**src/rtl/vend_pkg.sv**
```systemverilog
// Shared types and constants for the vending transaction controller.
// No logic, no latency: state codes, coin values and credit-width helpers.
// Backpressure: not applicable.
package vend_pkg;

  localparam int CREDIT_W  = 7;
  localparam int NICKEL_C  = 5;
  localparam int DIME_C    = 10;
  localparam int QUARTER_C = 25;

  // Codes are exported to the LED decoder, so the values are fixed.
  typedef enum logic [2:0] {
    ST_IDLE     = 3'd0,
    ST_CREDIT   = 3'd1,
    ST_READY    = 3'd2,
    ST_DISPENSE = 3'd3,
    ST_CHANGE   = 3'd4,
    ST_REFUND   = 3'd5
  } vend_state_t;

  // Resting state implied by a credit value when no transaction is running.
  function automatic vend_state_t credit_state(input logic [CREDIT_W-1:0] c,
                                               input logic [CREDIT_W-1:0] price);
    if (c == '0) begin
      return ST_IDLE;
    end else if (c < price) begin
      return ST_CREDIT;
    end else begin
      return ST_READY;
    end
  endfunction

endpackage

```
**src/rtl/vend_pulse_timer.sv**
```systemverilog
// Loadable down-counter with a done flag; shared by dispense hold and change gap.
// Latency: load takes effect on the next cycle; done is high while the count is zero.
// Backpressure: none; a load always overrides the running count.
module vend_pulse_timer #(
  parameter int W = 3
) (
  input  logic         clk_i,
  input  logic         rst_i,
  input  logic         load_i,
  input  logic [W-1:0] load_val_i,
  output logic         done_o
);

  logic [W-1:0] count_q;

  // Count down to zero and park there until reloaded.
  always_ff @(posedge clk_i) begin
    if (rst_i) begin
      count_q <= '0;
    end else if (load_i) begin
      count_q <= load_val_i;
    end else if (count_q != '0) begin
      count_q <= count_q - 1'b1;
    end
  end

  assign done_o = (count_q == '0);

endmodule

```
**src/rtl/vend_sequencer.sv**
```systemverilog
// Vending transaction controller: credit accounting, purchase, dispense and nickel return.
// Latency: every output is registered and reflects an input pulse one cycle later.
// Backpressure: none; coins that cannot be taken are refused via coin_reject.
// Build option: define VEND_CHANGE_RETURN_EN to return leftover credit after a dispense.
module vend_sequencer
  import vend_pkg::*;
#(
  parameter int PRICE_CENTS     = 75,
  parameter int MAX_CREDIT      = 95,
  parameter int DISPENSE_CYCLES = 4,
  parameter int CHANGE_GAP      = 2
) (
  input  logic                clk,
  input  logic                rst,
  input  logic                coin_nickel,
  input  logic                coin_dime,
  input  logic                coin_quarter,
  input  logic                btn_select,
  input  logic                btn_cancel,
  output logic [CREDIT_W-1:0] credit,
  output logic [2:0]          state,
  output logic                purchase_ready,
  output logic                dispense,
  output logic                change_nickel,
  output logic                coin_reject,
  output logic                busy
);

  localparam int TMR_MAX = (DISPENSE_CYCLES > CHANGE_GAP) ? DISPENSE_CYCLES : CHANGE_GAP;
  localparam int TMR_W   = $clog2(TMR_MAX + 1);

  localparam logic [CREDIT_W-1:0] PRICE_V   = CREDIT_W'(PRICE_CENTS);
  localparam logic [CREDIT_W:0]   MAX_V     = (CREDIT_W + 1)'(MAX_CREDIT);
  localparam logic [CREDIT_W-1:0] NICKEL_V  = CREDIT_W'(NICKEL_C);
  localparam logic [CREDIT_W-1:0] DIME_V    = CREDIT_W'(DIME_C);
  localparam logic [CREDIT_W-1:0] QUARTER_V = CREDIT_W'(QUARTER_C);
  localparam logic [TMR_W-1:0]    DISP_LD   = TMR_W'(DISPENSE_CYCLES - 1);
  localparam logic [TMR_W-1:0]    GAP_LD    = TMR_W'(CHANGE_GAP - 1);

  vend_state_t         state_q, state_d;
  logic [CREDIT_W-1:0] credit_q, credit_d;
  logic                ready_q, ready_d;
  logic                dispense_q, dispense_d;
  logic                nickel_q, nickel_d;
  logic                reject_q, reject_d;
  logic                busy_q, busy_d;

  logic                tmr_load;
  logic [TMR_W-1:0]    tmr_val;
  logic                tmr_done;

  logic                coin_any;
  logic [1:0]          coin_cnt;
  logic [CREDIT_W-1:0] coin_val;
  logic [CREDIT_W:0]   coin_sum;
  logic                coin_fits;

  // One timer serves both the dispense hold and the inter-nickel gap; they never overlap.
  vend_pulse_timer #(
    .W(TMR_W)
  ) u_timer (
    .clk_i     (clk),
    .rst_i     (rst),
    .load_i    (tmr_load),
    .load_val_i(tmr_val),
    .done_o    (tmr_done)
  );

  // Coin priority and overflow test: the highest-value coin wins, the rest are refused.
  always_comb begin
    coin_any = coin_nickel | coin_dime | coin_quarter;
    coin_cnt = 2'(coin_nickel) + 2'(coin_dime) + 2'(coin_quarter);
    if (coin_quarter) begin
      coin_val = QUARTER_V;
    end else if (coin_dime) begin
      coin_val = DIME_V;
    end else if (coin_nickel) begin
      coin_val = NICKEL_V;
    end else begin
      coin_val = '0;
    end
    coin_sum  = {1'b0, credit_q} + {1'b0, coin_val};
    coin_fits = (coin_sum <= MAX_V);
  end

  // Next-state and next-output decision for the transaction sequencer.
  always_comb begin
    state_d    = state_q;
    credit_d   = credit_q;
    dispense_d = 1'b0;
    nickel_d   = 1'b0;
    reject_d   = 1'b0;
    tmr_load   = 1'b0;
    tmr_val    = '0;

    case (state_q)
      ST_IDLE, ST_CREDIT, ST_READY: begin
        if (btn_cancel && (state_q != ST_IDLE)) begin
          // Refund starts immediately: the first nickel leaves on the next cycle.
          state_d  = ST_REFUND;
          credit_d = credit_q - NICKEL_V;
          nickel_d = 1'b1;
          reject_d = coin_any;
        end else if (btn_select && (state_q == ST_READY)) begin
          // A coin arriving with the purchase is refused to keep the accounting simple.
          state_d    = ST_DISPENSE;
          credit_d   = credit_q - PRICE_V;
          dispense_d = 1'b1;
          tmr_load   = 1'b1;
          tmr_val    = DISP_LD;
          reject_d   = coin_any;
        end else if (coin_any) begin
          reject_d = (coin_cnt > 2'd1) || !coin_fits;
          if (coin_fits) begin
            credit_d = coin_sum[CREDIT_W-1:0];
            state_d  = credit_state(coin_sum[CREDIT_W-1:0], PRICE_V);
          end
        end
      end

      ST_DISPENSE: begin
        reject_d = coin_any;
        if (tmr_done) begin
`ifdef VEND_CHANGE_RETURN_EN
          if (credit_q != '0) begin
            // Change starts on the first cycle dispense is low.
            state_d  = ST_CHANGE;
            credit_d = credit_q - NICKEL_V;
            nickel_d = 1'b1;
          end else begin
            state_d = credit_state(credit_q, PRICE_V);
          end
`else
          state_d = credit_state(credit_q, PRICE_V);
`endif
        end else begin
          dispense_d = 1'b1;
        end
      end

`ifdef VEND_CHANGE_RETURN_EN
      ST_CHANGE, ST_REFUND: begin
`else
      ST_REFUND: begin
`endif
        reject_d = coin_any;
        if (nickel_q) begin
          // A pulse just went out: finish if nothing is left, else start the gap.
          if (credit_q == '0) begin
            state_d = ST_IDLE;
          end else begin
            tmr_load = 1'b1;
            tmr_val  = GAP_LD;
          end
        end else if (tmr_done && (credit_q != '0)) begin
          nickel_d = 1'b1;
          credit_d = credit_q - NICKEL_V;
        end
      end

      default: begin
        // Unused codes recover to a clean idle.
        state_d  = ST_IDLE;
        credit_d = '0;
        reject_d = coin_any;
      end
    endcase

    busy_d  = (state_d == ST_DISPENSE) || (state_d == ST_CHANGE) || (state_d == ST_REFUND);
    ready_d = (state_d == ST_READY);
  end

  // State and all outputs are registered together; reset abandons any transaction.
  always_ff @(posedge clk) begin
    if (rst) begin
      state_q    <= ST_IDLE;
      credit_q   <= '0;
      ready_q    <= 1'b0;
      dispense_q <= 1'b0;
      nickel_q   <= 1'b0;
      reject_q   <= 1'b0;
      busy_q     <= 1'b0;
    end else begin
      state_q    <= state_d;
      credit_q   <= credit_d;
      ready_q    <= ready_d;
      dispense_q <= dispense_d;
      nickel_q   <= nickel_d;
      reject_q   <= reject_d;
      busy_q     <= busy_d;
    end
  end

  assign credit         = credit_q;
  assign state          = state_q;
  assign purchase_ready = ready_q;
  assign dispense       = dispense_q;
  assign change_nickel  = nickel_q;
  assign coin_reject    = reject_q;
  assign busy           = busy_q;

endmodule

```
**config.mk**
```make
export PLATFORM = sky130hd
export DESIGN_NAME = vend_sequencer
export DESIGN_NICKNAME = d
export VERILOG_FILES = /design/src/rtl/vend_pkg.sv /design/src/rtl/vend_pulse_timer.sv /design/src/rtl/vend_sequencer.sv
export SDC_FILE = /design/constraint.sdc
export NUM_CORES = 1
export LEC_CHECK = 0
export ABC_AREA = 1
export CORE_MARGIN = 3
export CORE_UTILIZATION = 40
export CTS_BUF_LIST = sky130_fd_sc_hd__clkbuf_8
export DETAILED_ROUTE_END_ITERATION = 12
export GPL_TIMING_DRIVEN = 0
export PLACE_DENSITY_LB_ADDON = 0.25
export SLEW_MARGIN = 30
export SYNTH_ARGS = -nofsm -noshare
export SYNTH_HDL_FRONTEND = slang
export SYNTH_SLANG_ARGS = --single-unit
```
**constraint.sdc**
```tcl
create_clock -name clk -period 3.4 [get_ports clk]
set_input_delay 0.51 -clock clk [delete_from_list [all_inputs] [get_ports clk]]
set_output_delay 0.51 -clock clk [all_outputs]
set_load 0.02 [all_outputs]
```
==> impl_metrics.csv <==
group,metric,value,unit
sta,setup_viol,0,
critical_path,reg2reg_slack,1.06,ns
floorplanning,core,4058,sq um
sta,rsz0062_at_grt,"no",
yosys,async_flop_share,0,
yosys,synth_top_area_share,0.2098,
grt,grt_pass1_wl,6886,um
critical_path,r2r_cells,15,
cells_and_area,drive_gt1_frac,0.1643,
clock_network,cts_tree,"done",
sta,drv_slew,0,
grt,grt_usage,0.1657,
cells_and_area,fin_area,2046,sq um
pwr,irDropWorstVdd,458.0,uV
floorplanning,initial_core_util,0.4234,
critical_path,slowest_delay,0.46,ns
critical_path,worst-path-buf-inv,3,
clock_network,cts_resized,0,
yosys,yosys_warnings,0,
sta,tightestPinTransition,0.5827,ns
clock_network,cts_num_sinks,18,
route,wl,4021,um
yosys,synth_top_cell_by_area,"dfxtp_1",
clock_network,post-cts-setup-buffer-count,0,
yosys,synthFlopType,"dfxtp_1",
sta,relSlewSlack,0.6115,
sta,finalSetupTns,0,ns
pwr,powerDensity,886.2,nW/um^2
yosys,ys_seq_area_frac,0.2098,
status,status,"finished, final reports clean",
clock_network,cts_made_buffers,3,
sta,finClkSkew,0.01384,ns
clock_network,cts_root_buffer,"clkbuf_8",
clock_network,path_clk_slew,0.07,ns
critical_path,critical_path_class,"in2reg",
yosys,synth-edff-count,0,
yosys,yosysUniqueCellTypes,36,
pwr,p_sw,928.5,uW
placement,port_buffers,21,
critical_path,critPathLaunch,"coin_quarter",
pwr,power_frac_seq,0.207,
yosys,ys_ff_latch,18,
critical_path,crit_path_end_kind,"flop",
clock_network,h-tree-depth,1,
sta,hold_viol,0,
placement,placed_area,1991,sq um
critical_path,r2r-end,"credit[3]",
critical_path,start_kind,"input port",
grt,overflow,0,
sta,fin_crit,2.868,ns
pwr,comb_power_share,0.692,
yosys,ys_top_cells_by_area,"dfxtp_1, nand2_1, inv_1",
cells_and_area,num-nets-final,299,
pwr,p_clk_frac,0.101,
sta,finalCritPeriodShare,0.8435,
sta,hold_ws,0.4913,ns
floorplanning,fp-row-count,23,
critical_path,path_max_fanout,10,
floorplanning,die_y,71.54,um
critical_path,arrival,2.99,ns
critical_path,required,3.52,ns
pwr,internal-power,884.3,uW
cells_and_area,syn_to_final_growth,19.08,%
route,post_drt_via_cell_ratio,5.109,
route,ant_nets,0,
critical_path,path_delay_family,"simple AND/OR/NAND/NOR gates",
min_path,min_path_type,"reg2reg",
placement,dp_hpwl,3251,um
critical_path,worstPathCellList,"clkdlybuf4s50_1 > inv_1 > o21ai_0 > ha_1 > fa_1 > nand2_1 > nand2_1 > nand3_2 > nand2_1 > nand2_1 > nand2_4 > nand2_4 > nand3_4 > nand2_4 > nand2_4 > buf_12 > o21ai_1 > nor2_1",
route,drtIter0Drc,90,
pwr,sw_frac_of_total,0.5122,
sta,fmax,0.3487,GHz
pwr,fin_total_pwr,1813,uW
floorplanning,die_w,71.54,um
yosys,netlist_area,1718,sq um
placement,gp_congestion,0.9169,
critical_path,critPathSlowestCell,"clkdlybuf4s50_1",
yosys,synth_area_per_cell,6.737,sq um
route,drcViolationCount,0,
pwr,power.leakage,0.0009855,uW
cells_and_area,n_antenna_cell,0,
clock_network,cts_hold_buffers,0,
grt,grt_pass1_vias,1532,
min_path,worstHoldStart,"u_timer.count_q[2]",
min_path,holdPathStages,1,
grt,antenna_found_initial,0,
job,maxCapViolCount,0,
floorplanning,ios,22,
cells_and_area,post-route-util,0.5042,
critical_path,regToRegStartpoint,"credit[0]",
clock_network,clockBufferDepth,2,
route,dr.pass1.iters,4,
grt,grt_max_degree,11,
yosys,syn_nets,273,
min_path,min_to,"u_timer.count_q[2]",
cells_and_area,nFillCells,408,
route,routedWlPerCell,12.18,um
floorplanning,die_area,5117,sq um
clock_network,clk_latency,0.26,ns
route,vias,1686,
yosys,synthCells,255,
-- synthesized netlist by cell type (all sizes together) (5+ instances only) --
| library cell | count |
|---|---|
| nand2 | 67 |
| inv | 41 |
| nor2 | 28 |
| o21ai | 22 |
| dfxtp | 18 |
| nand3 | 16 |
| a21oi | 14 |
| ha | 10 |
| a211oi | 6 |
| xor2 | 6 |
| nor3 | 5 |
-- logic make-up (layout without fill, tap and decap cells) --
family          Yosys count  count (layout)  synth area share
compound gates           51              51            0.1959
flops                    18              18            0.2098
simple gates            123             123            0.3613
buf+inv                  45              70            0.1129
fa+ha+maj                11              11           0.08449
xor+xnor                  7               7           0.03569
-- worst max-delay path by stage --
stage,endpoint,slack [ns],depth (start not counted)
floorplan,credit[3],1.01,17
global placement,credit[3],0.28,18
detailed placement,credit[3],0.25,18
CTS,credit[3],0.52,18
global route,credit[3],0.31,18
finish,credit[3],0.53,18
-- cell type report --
type,instances,area [sq um],area share
plain buffers,3,35.03,0.01713
clock buffers,4,55.05,0.02691
inverters,42,158.9,0.07768
multi-input cells,192,1164,0.5688
flip-flops and latches,18,360.3,0.1761
well taps,50,62.56,0.03058
repair buffers,21,210.2,0.1028
-- state kept, by name (all words and copies together), names as in the netlist --
name,cells
credit,7
change_nickel,1
purchase_ready,1
busy,1
coin_reject,1
dispense,1
u_timer.count_q,3
state,3
-- metrics by stage --
stage,worst slack [ns],instances
after detailed placement,0.2533,326
after global routing,0.3051,330
after global placement,0.2781,326
final,0.5321,330
after CTS,0.5168,330
after floorplan,1.013,255
-- power by group through the flow --
stage | Sequential [uW] | Combinational (uW) | Clock, uW
detailed placement | 380 | 1250 | 0
global route | 389 | 1410 | 200
floorplan | 424 | 897 | 0
global placement | 378 | 1230 | 0
finish | 375 | 1250 | 183
CTS | 376 | 1250 | 188
-- placed cells by master, fill, tap and decap left out, drive strengths merged, types with 4 or more instances in the layout --
cell type and n:
nor3 5, xor2 6, a211oi 6, nand4 4, a21oi 14, nor2 28
nand2 67, dfxtp 18, nand3 16, clkbuf 5, o21ai 22, ha 10
o22ai 4, clkdlybuf4s50 21, inv 41
-- metal layers --
metal	vias to the layer above	share of wire	GRT usage	wire length, um
li1	882	-	-	-
met1	768	0.49	0.2315	1986
met2	32	0.46	0.2694	1833
met3	4	0.039	0.02665	155
met4	0	0.011	0.03549	46
met5	-	0	0	0
Note: power is estimated with default switching activity, not from simulation.
